[src/rtl/pe_array_if.sv]
// Stream bundle between the layer sequencer and pe_array: weight beats, broadcast input samples
// and the result vector, each on its own valid/ready pair.
interface pe_array_if #(
    parameter int LANES        = 4,
    parameter int INPUT_WIDTH  = 8,
    parameter int WEIGHT_WIDTH = 8,
    parameter int PE_OUT_WIDTH = 8
);
    logic                            w_valid;
    logic                            w_ready;
    logic [LANES*WEIGHT_WIDTH-1:0]   w_data;
    logic                            x_valid;
    logic                            x_ready;
    logic [INPUT_WIDTH-1:0]          x_data;
    logic                            out_valid;
    logic                            out_ready;
    logic [LANES*PE_OUT_WIDTH-1:0]   out_data;

    modport master (
        output w_valid, w_data, x_valid, x_data, out_ready,
        input  w_ready, x_ready, out_valid, out_data
    );

    modport slave (
        input  w_valid, w_data, x_valid, x_data, out_ready,
        output w_ready, x_ready, out_valid, out_data
    );
endinterface

[src/rtl/pe_array.sv]
// pe_array: LANES MAC neurons over one broadcast input stream, ping-pong weight banks, ReLU and a
// saturating requantizer per lane. Define PE_ARRAY_BIAS_EN for a per-lane bias beat after each bank's weights.

module pe_lane #(
    parameter int INPUT_WIDTH  = 8,
    parameter int WEIGHT_WIDTH = 8,
    parameter int INPUT_NUM    = 16,
    parameter int PE_OUT_WIDTH = 8,
    parameter int ACC_W        = 20,
    parameter int SHIFT        = 4,
    parameter int KW           = 4
) (
    input  logic                           clk,
    input  logic                           reset,
    input  logic                           wr_en,
`ifdef PE_ARRAY_BIAS_EN
    input  logic                           bias_en,
`endif
    input  logic                           wr_bank,
    input  logic [KW-1:0]                  wr_addr,
    input  logic signed [WEIGHT_WIDTH-1:0] wr_data,
    input  logic                           acc_clr,
    input  logic                           acc_en,
    input  logic                           rd_bank,
    input  logic [KW-1:0]                  rd_addr,
    input  logic signed [INPUT_WIDTH-1:0]  x,
    output logic [PE_OUT_WIDTH-1:0]        q
);
    localparam int PW = INPUT_WIDTH + WEIGHT_WIDTH;
    localparam logic [ACC_W-1:0] OMAX = ACC_W'((64'd1 << PE_OUT_WIDTH) - 64'd1);

    logic signed [WEIGHT_WIDTH-1:0] wmem [2][INPUT_NUM];
    logic signed [PW-1:0]           prod;
    logic signed [ACC_W-1:0]        prod_ext;
    logic signed [ACC_W-1:0]        acc;
    logic signed [ACC_W-1:0]        acc_next;
    logic signed [ACC_W-1:0]        acc_init;
    logic        [ACC_W-1:0]        shifted;

    always_ff @(posedge clk) begin
        if (wr_en) wmem[wr_bank][wr_addr] <= wr_data;
    end

`ifdef PE_ARRAY_BIAS_EN
    logic signed [WEIGHT_WIDTH-1:0] bias [2];

    always_ff @(posedge clk) begin
        if (bias_en) bias[wr_bank] <= wr_data;
    end

    assign acc_init = {{(ACC_W-WEIGHT_WIDTH){bias[rd_bank][WEIGHT_WIDTH-1]}}, bias[rd_bank]};
`else
    assign acc_init = '0;
`endif

    assign prod     = x * wmem[rd_bank][rd_addr];
    assign prod_ext = {{(ACC_W-PW){prod[PW-1]}}, prod};
    assign acc_next = acc + (acc_en ? prod_ext : '0);

    always_ff @(posedge clk) begin
        if (reset)        acc <= '0;
        else if (acc_clr) acc <= acc_init;
        else if (acc_en)  acc <= acc_next;
    end

    // ReLU, truncating shift to the output fraction, then clamp to the unsigned output range
    always_comb begin
        shifted = '0;
        q       = '0;
        if (!acc_next[ACC_W-1]) shifted = $unsigned(acc_next) >> SHIFT;
        if (shifted > OMAX) q = '1;
        else                q = shifted[PE_OUT_WIDTH-1:0];
    end
endmodule

module pe_array #(
    parameter int LANES            = 4,
    parameter int INPUT_WIDTH      = 8,
    parameter int WEIGHT_WIDTH     = 8,
    parameter int INPUT_NUM        = 16,
    parameter int PE_OUT_WIDTH     = 8,
    parameter int FRACTION_IN_BIT  = 8,
    parameter int FRACTION_OUT_BIT = 4
) (
    input logic       clk,
    input logic       reset,
    pe_array_if.slave bus
);
`ifdef PE_ARRAY_BIAS_EN
    localparam int BIAS_B = 1;
`else
    localparam int BIAS_B = 0;
`endif
    localparam int ACC_W      = INPUT_WIDTH + WEIGHT_WIDTH + $clog2(INPUT_NUM) + BIAS_B;
    localparam int LOAD_BEATS = INPUT_NUM + BIAS_B;
    localparam int KW         = $clog2(INPUT_NUM);
    localparam int LW         = $clog2(LOAD_BEATS);
    localparam int SHIFT      = FRACTION_IN_BIT - FRACTION_OUT_BIT;
    localparam logic [LW-1:0] LD_LAST = LW'(LOAD_BEATS - 1);
    localparam logic [KW-1:0] K_LAST  = KW'(INPUT_NUM - 1);

    typedef enum logic [1:0] {IDLE, ACCUM, DRAIN} state_t;

    state_t  state, state_nxt;
    logic [1:0] full;
    logic    fill_ptr, compute_ptr;
    logic [LW-1:0] ld_cnt;
    logic [KW-1:0] k;
    logic    w_fire, x_fire, out_fire, ld_last, k_last;
    logic    acc_clr, acc_en, release_bank, x_rdy;
    logic    wr_w;
`ifdef PE_ARRAY_BIAS_EN
    logic    wr_b;
`endif

    logic [LANES-1:0][WEIGHT_WIDTH-1:0] w_lanes;
    logic [LANES-1:0][PE_OUT_WIDTH-1:0] lane_q;
    logic [LANES-1:0][PE_OUT_WIDTH-1:0] out_q;

    assign w_lanes = bus.w_data;

    // Ready flags come only from registered state, so a bank freed this cycle loads next cycle
    assign bus.w_ready   = !full[fill_ptr];
    assign bus.x_ready   = x_rdy;
    assign bus.out_valid = (state == DRAIN);
    assign bus.out_data  = out_q;

    assign w_fire   = bus.w_valid && bus.w_ready;
    assign x_fire   = bus.x_valid && x_rdy;
    assign out_fire = bus.out_valid && bus.out_ready;
    assign ld_last  = (ld_cnt == LD_LAST);
    assign k_last   = (k == K_LAST);

`ifdef PE_ARRAY_BIAS_EN
    assign wr_w = w_fire && !ld_last;
    assign wr_b = w_fire && ld_last;
`else
    assign wr_w = w_fire;
`endif

    always_comb begin
        state_nxt    = state;
        acc_clr      = 1'b0;
        acc_en       = 1'b0;
        x_rdy        = 1'b0;
        release_bank = 1'b0;
        case (state)
            IDLE: begin
                if (full[compute_ptr]) begin
                    state_nxt = ACCUM;
                    acc_clr   = 1'b1;
                end
            end
            ACCUM: begin
                x_rdy = 1'b1;
                if (x_fire) begin
                    acc_en = 1'b1;
                    if (k_last) begin
                        release_bank = 1'b1;
                        state_nxt    = DRAIN;
                    end
                end
            end
            DRAIN: begin
                // compute_ptr already points at the other bank here
                if (out_fire) begin
                    if (full[compute_ptr]) begin
                        state_nxt = ACCUM;
                        acc_clr   = 1'b1;
                    end else begin
                        state_nxt = IDLE;
                    end
                end
            end
            default: state_nxt = IDLE;
        endcase
    end

    always_ff @(posedge clk) begin
        if (reset) begin
            state       <= IDLE;
            full        <= '0;
            fill_ptr    <= 1'b0;
            compute_ptr <= 1'b0;
            ld_cnt      <= '0;
            k           <= '0;
            out_q       <= '0;
        end else begin
            state <= state_nxt;
            if (w_fire) begin
                if (ld_last) begin
                    full[fill_ptr] <= 1'b1;
                    fill_ptr       <= ~fill_ptr;
                    ld_cnt         <= '0;
                end else begin
                    ld_cnt <= ld_cnt + 1'b1;
                end
            end
            if (x_fire) k <= k_last ? '0 : k + 1'b1;
            if (release_bank) begin
                full[compute_ptr] <= 1'b0;
                compute_ptr       <= ~compute_ptr;
                out_q             <= lane_q;
            end
        end
    end

    for (genvar i = 0; i < LANES; i++) begin : g_lane
        pe_lane #(
            .INPUT_WIDTH (INPUT_WIDTH),
            .WEIGHT_WIDTH(WEIGHT_WIDTH),
            .INPUT_NUM   (INPUT_NUM),
            .PE_OUT_WIDTH(PE_OUT_WIDTH),
            .ACC_W       (ACC_W),
            .SHIFT       (SHIFT),
            .KW          (KW)
        ) u_lane (
            .clk     (clk),
            .reset   (reset),
            .wr_en   (wr_w),
`ifdef PE_ARRAY_BIAS_EN
            .bias_en (wr_b),
`endif
            .wr_bank (fill_ptr),
            .wr_addr (ld_cnt[KW-1:0]),
            .wr_data ($signed(w_lanes[i])),
            .acc_clr (acc_clr),
            .acc_en  (acc_en),
            .rd_bank (compute_ptr),
            .rd_addr (k),
            .x       ($signed(bus.x_data)),
            .q       (lane_q[i])
        );
    end
endmodule

[src/flat_wrapper.sv]
// flat-port wrapper written by rule: the top's interface ports become plain ports
module pe_array_flat 
#(
    parameter int LANES            = 4,
    parameter int INPUT_WIDTH      = 8,
    parameter int WEIGHT_WIDTH     = 8,
    parameter int INPUT_NUM        = 16,
    parameter int PE_OUT_WIDTH     = 8,
    parameter int FRACTION_IN_BIT  = 8,
    parameter int FRACTION_OUT_BIT = 4
)
  (clk, reset, bus_w_valid, bus_w_data, bus_x_valid, bus_x_data, bus_out_ready, bus_w_ready, bus_x_ready, bus_out_valid, bus_out_data);
  pe_array_if #(.LANES(LANES), .INPUT_WIDTH(INPUT_WIDTH), .WEIGHT_WIDTH(WEIGHT_WIDTH), .PE_OUT_WIDTH(PE_OUT_WIDTH)) bus_i ();
  input logic clk;
  input logic reset;
  input wire logic [$bits(bus_i.w_valid)-1:0] bus_w_valid;
  input wire logic [$bits(bus_i.w_data)-1:0] bus_w_data;
  input wire logic [$bits(bus_i.x_valid)-1:0] bus_x_valid;
  input wire logic [$bits(bus_i.x_data)-1:0] bus_x_data;
  input wire logic [$bits(bus_i.out_ready)-1:0] bus_out_ready;
  output wire logic [$bits(bus_i.w_ready)-1:0] bus_w_ready;
  output wire logic [$bits(bus_i.x_ready)-1:0] bus_x_ready;
  output wire logic [$bits(bus_i.out_valid)-1:0] bus_out_valid;
  output wire logic [$bits(bus_i.out_data)-1:0] bus_out_data;
  assign bus_i.w_valid = bus_w_valid;
  assign bus_i.w_data = bus_w_data;
  assign bus_i.x_valid = bus_x_valid;
  assign bus_i.x_data = bus_x_data;
  assign bus_i.out_ready = bus_out_ready;
  assign bus_w_ready = bus_i.w_ready;
  assign bus_x_ready = bus_i.x_ready;
  assign bus_out_valid = bus_i.out_valid;
  assign bus_out_data = bus_i.out_data;
  pe_array #(.LANES(LANES), .INPUT_WIDTH(INPUT_WIDTH), .WEIGHT_WIDTH(WEIGHT_WIDTH), .INPUT_NUM(INPUT_NUM), .PE_OUT_WIDTH(PE_OUT_WIDTH), .FRACTION_IN_BIT(FRACTION_IN_BIT), .FRACTION_OUT_BIT(FRACTION_OUT_BIT)) u_core (.clk(clk), .reset(reset), .bus(bus_i));
endmodule
[config.mk]
export PLATFORM = sky130hd
export DESIGN_NAME = pe_array_flat
export DESIGN_NICKNAME = d
export VERILOG_FILES = /design/src/rtl/pe_array_if.sv /design/src/rtl/pe_array.sv /design/src/flat_wrapper.sv
export SDC_FILE = /design/constraint.sdc
export NUM_CORES = 2
export LEC_CHECK = 0
export CORE_MARGIN = 2
export CORE_UTILIZATION = 65
export DETAILED_ROUTE_END_ITERATION = 6
export PLACE_DENSITY = 0.83
export SYNTH_ARGS = -nofsm -noshare
export SYNTH_HDL_FRONTEND = slang
export SYNTH_HIERARCHICAL = 1
export SYNTH_SLANG_ARGS = --single-unit
export TNS_END_PERCENT = 5
[constraint.sdc]
create_clock -name clk -period 12.9 [get_ports clk]
set_input_delay 1.29 -clock clk [delete_from_list [all_inputs] [get_ports clk]]
set_output_delay 1.29 -clock clk [all_outputs]
set_load 0.1 [all_outputs]
==> impl_metrics.prom <==
# TYPE chip_impl_metric gauge
chip_impl_metric{name="final.period_utilization",unit="%"} 79.7
chip_impl_metric{name="synth_sequential_area_ratio",unit="%"} 55.9
chip_impl_metric{name="synth.avg_cell_area",unit="sq um"} 14.8
chip_impl_metric{name="postSynthNetCount",unit=""} 4475
chip_impl_metric{name="netlist-cell-type-count",unit=""} 97
chip_impl_metric{name="met1_usage",unit="%"} 42.6
chip_impl_metric{name="worst_ep_arrival_time",unit="ns"} 10.84
chip_impl_metric{name="fin_tns_setup",unit="ns"} 0
chip_impl_info{name="netlist_top_cells_area",value="edfxtp_1, mux4_2, fa_1"} 1
chip_impl_metric{name="floorplan.die_area",unit="sq um"} 93900
chip_impl_metric{name="global_route_wire_length_before_repair",unit="microns"} 219000
chip_impl_metric{name="core",unit="sq um"} 90300
chip_impl_metric{name="grt_pass1_vias",unit=""} 36100
chip_impl_metric{name="dp_hpwl",unit="microns"} 87000
chip_impl_metric{name="final.fill_count",unit=""} 5458
chip_impl_metric{name="antenna_found_initial",unit=""} 4
chip_impl_metric{name="regToRegSetupSlack",unit="ns"} 2.62
chip_impl_metric{name="yosys_warnings",unit=""} 6
chip_impl_metric{name="timing_worst_slew_pin_value",unit="ns"} 1.44
chip_impl_metric{name="area_delta_synth_final",unit="%"} 8.98
chip_impl_metric{name="place_worst_setup_slack",unit="ns"} 2.86
chip_impl_metric{name="setup_viol",unit=""} 0
chip_impl_info{name="layout_common_cells",value="edfxtp_1, inv_1, nor2_1"} 1
chip_impl_info{name="outcome",value="finished, violations left"} 1
chip_impl_metric{name="die_width",unit="microns"} 306
chip_impl_info{name="grt-busiest-layer",value="met2"} 1
chip_impl_metric{name="clock_sink_count",unit=""} 1150
chip_impl_metric{name="power_leakage",unit="nW"} 22.3
chip_impl_info{name="synth.largest_area_cell",value="edfxtp_1"} 1
chip_impl_metric{name="routedWlPerCell",unit="microns"} 26.7
chip_impl_metric{name="design.portCount",unit=""} 80
chip_impl_metric{name="final_max_slew_viol_count",unit=""} 0
chip_impl_metric{name="place.gp.congestion",unit=""} 0.903
chip_impl_metric{name="insertion_delay",unit="ns"} 0.70
chip_impl_metric{name="post_cts_resize_count",unit=""} 0
chip_impl_info{name="crit_path_start_kind",value="flip-flop"} 1
chip_impl_metric{name="drive_gt1_share",unit="%"} 14.3
chip_impl_metric{name="max_clock_freq",unit="MHz"} 97.2
chip_impl_metric{name="ff_latch_area",unit="sq um"} 33300
chip_impl_metric{name="ys_async_sr_fraction",unit="%"} 0
chip_impl_metric{name="cts_buffer_depth",unit=""} 3
chip_impl_info{name="worst_path_most_repeated_cell",value="inv_1"} 1
chip_impl_metric{name="fin_worst_skew",unit="ns"} 0.0226
chip_impl_metric{name="initial_cell_density_of_the_core",unit="%"} 65.9
chip_impl_info{name="setup_repair_after_global_routing_missed_its_margin",value="false"} 1
chip_impl_metric{name="port_buffers",unit=""} 79
chip_impl_info{name="tritoncts",value="done"} 1
chip_impl_metric{name="drt_wl_total",unit="microns"} 143000
chip_impl_metric{name="ys_seq_elements",unit=""} 1150
chip_impl_metric{name="grt_max_degree",unit=""} 95
chip_impl_metric{name="cts_hold_buf",unit=""} 0
chip_impl_info{name="min-delay-path-class",value="reg2reg"} 1
chip_impl_metric{name="cp.required",unit="ns"} 13.46
chip_impl_info{name="critPathKind",value="reg2reg"} 1
chip_impl_info{name="synth_flop_cell",value="edfxtp_1"} 1
chip_impl_metric{name="fin_ws",unit="ns"} 2.62
chip_impl_metric{name="post_cts_buffers",unit=""} 0
chip_impl_info{name="layout.cells.most_common",value="edfxtp_1"} 1
chip_impl_metric{name="power_report.internal_total",unit="W"} 0.00666
chip_impl_info{name="endpoint_kind",value="flip-flop"} 1
chip_impl_metric{name="reg2reg_depth",unit=""} 29
chip_impl_metric{name="drt_first_iter_violations",unit=""} 4608
chip_impl_metric{name="netlist_instances",unit=""} 4012
chip_impl_metric{name="share_clk_of_total_power",unit="%"} 33.4
chip_impl_metric{name="numCtsBuffers",unit=""} 108
chip_impl_metric{name="n_antenna_cell",unit=""} 0
chip_impl_info{name="critical-path-slowest-cell",value="dfxtp_4"} 1
chip_impl_metric{name="final_hold_viol_count",unit=""} 0
chip_impl_metric{name="multiInputGateArea",unit="sq um"} 24200
chip_impl_metric{name="power.share.combinational",unit="%"} 22.6
chip_impl_metric{name="path_clk_slew",unit="ns"} 0.07
chip_impl_info{name="critical_path.reg2reg.endpoint",value="u_core/bus.out_data[11]"} 1
chip_impl_metric{name="grt_use_total",unit="%"} 31.0
chip_impl_info{name="hold_path_startpoint",value="u_core/g_lane[2].u_lane/acc[14]"} 1
chip_impl_metric{name="count_of_flip_flops_with_a_built_in_enable_after_synthesis",unit=""} 1024
chip_impl_metric{name="share_seq_of_total_power",unit="%"} 43.9
chip_impl_metric{name="gr-usage-met3",unit="%"} 5.70
chip_impl_metric{name="slew_headroom",unit="%"} 3.95
chip_impl_info{name="holdPathEnd",value="u_core/g_lane[2].u_lane/acc[14]"} 1
chip_impl_metric{name="htree_num_levels",unit=""} 3
chip_impl_metric{name="p_sw",unit="W"} 0.00262
chip_impl_metric{name="power.density",unit="nW/um^2"} 143
chip_impl_info{name="clock-root-buffer",value="clkbuf_16"} 1
chip_impl_metric{name="finalNetCount",unit=""} 4557
chip_impl_metric{name="hold_depth",unit=""} 2
chip_impl_metric{name="cp_slowest_stage_delay",unit="ns"} 0.88
chip_impl_metric{name="final_cell_area",unit="sq um"} 64800
chip_impl_metric{name="yosys.area.top_type_share",unit="%"} 51.7
chip_impl_metric{name="critPathMaxFanout",unit=""} 37
chip_impl_metric{name="dr_total_vias",unit=""} 35500
chip_impl_metric{name="detail_route.drc_violations",unit=""} 1
chip_impl_metric{name="die-height",unit="microns"} 306
chip_impl_metric{name="drt_pre_antenna_iters",unit=""} 7
chip_impl_metric{name="globalRoute.totalOverflow",unit=""} 0
chip_impl_info{name="r2r_start",value="u_core/compute_ptr"} 1
chip_impl_info{name="violations",value="DRC"} 1
chip_impl_metric{name="timing.final.crit_period",unit="ns"} 10.28
chip_impl_metric{name="swShare",unit="%"} 28.2
chip_impl_metric{name="globalRouteMet2Util",unit="%"} 49.7
chip_impl_metric{name="core.rowCount",unit=""} 110
chip_impl_metric{name="drt-vias-per-instance",unit=""} 6.64
chip_impl_metric{name="standard_cell_area_after_detailed_placement",unit="sq um"} 61400
chip_impl_metric{name="syn_area",unit="sq um"} 59500
chip_impl_metric{name="vdd_ir_drop_max",unit="uV"} 112
chip_impl_metric{name="cap_violations",unit=""} 0
chip_impl_metric{name="detail-route-antenna-nets",unit=""} 0
how the worst max path moves through the flow:
stage / start / endpoint / slack (ns)
after global routing: u_core/compute_ptr / u_core/bus.out_data[11] / 2.06
after floorplan: u_core/compute_ptr / u_core/bus.out_data[7] / 4.36
after CTS: u_core/compute_ptr / u_core/bus.out_data[11] / 2.67
final: u_core/compute_ptr / u_core/bus.out_data[11] / 2.62
after detailed placement: u_core/compute_ptr / u_core/bus.out_data[11] / 2.86
after global placement: u_core/compute_ptr / u_core/bus.out_data[14] / 3.11
power by group through the flow:
stage / Sequential [W] / Combinational (W) / Clock, W
final: 0.00408 / 0.00210 / 0.00311
after global routing: 0.00408 / 0.00236 / 0.00328
after CTS: 0.00408 / 0.00209 / 0.00314
after detailed placement: 0.00416 / 0.00205 / 0
after global placement: 0.00415 / 0.00197 / 0
after floorplan: 0.00415 / 0.00157 / 0
state kept, by name, indices dropped and copies added (netlist names):
name / cells
u_core/full: 2
u_core/ld_cnt: 4
u_core/fill_ptr: 1
u_core/bus.out_data: 32
u_core/state: 2
u_core/k: 4
u_core/g_lane.u_lane/wmem: 1024
u_core/compute_ptr: 1
u_core/g_lane.u_lane/acc: 80
per-layer routing:
layer	share of wire, %	wire length [microns]
met5	0.0091	13
met4	4.3	6170
met3	9.2	13100
met2	48	68700
met1	38	54800
final cells by class:
cell class / instances / share of cell area, %
Sequential cell: 1150 / 51.4
Multi-Input combinational cell: 2347 / 37.3
Timing Repair Buffer: 109 / 1.63
Tap cell: 1176 / 2.27
Inverter: 378 / 2.19
Clock inverter: 60 / 0.859
Clock buffer: 134 / 4.40
stage by stage:
stage	hold slack [ns]	power, W	std cells	utilization (%)
floorplan	0.450	0.00572	4012	-
global route	0.489	0.00972	5354	71.8
finish	0.473	0.00929	5354	71.8
detailed placement	0.464	0.00620	5160	68.0
global placement	0.457	0.00612	5160	68.0
CTS	0.474	0.00931	5354	71.8
cells in the mapped netlist, drive strengths merged, types with 6 or more instances:
| cell | instances |
|---|---|
| a211oi | 36 |
| a21boi | 6 |
| a21o | 35 |
| a21oi | 129 |
| a31oi | 29 |
| a41oi | 10 |
| and2 | 35 |
| and3 | 7 |
| buf | 72 |
| clkbuf | 65 |
| dfxtp | 126 |
| edfxtp | 1024 |
| fa | 224 |
| ha | 194 |
| inv | 375 |
| mux2i | 68 |
| mux4 | 320 |
| nand2 | 99 |
| nand2b | 57 |
| nand3 | 66 |
| nand3b | 26 |
| nand4 | 9 |
| nor2 | 330 |
| nor2b | 208 |
| nor3 | 36 |
| nor3b | 6 |
| nor4 | 6 |
| o211ai | 12 |
| o21a | 28 |
| o21ai | 114 |
| o21bai | 13 |
| o311ai | 7 |
| o31a | 8 |
| or2 | 16 |
| or3 | 21 |
| or3b | 10 |
| xnor2 | 65 |
| xor2 | 41 |
critical path, delay by kind of cell (launching register included):
kind,cells,cell delay (ns)
mux,3,1.50
compound gates,5,0.97
xor+xnor,2,0.81
flops,1,0.88
buf+inv,6,1.10
fa+ha+maj,6,2.95
simple gates,7,1.89
cells by family after synthesis:
family                   Yosys count  synth area share (%)
AO/OA/AOI/OAI                    487                  5.49
XOR/XNOR                         107                  1.61
adder cells (fa/ha/maj)          418                  11.6
buffers and inverters            515                  3.43
flip-flops                      1150                  55.9
multiplexers                     392                  13.7
AND/OR/NAND/NOR                  943                  8.16
(Power assumes the default switching activity.)
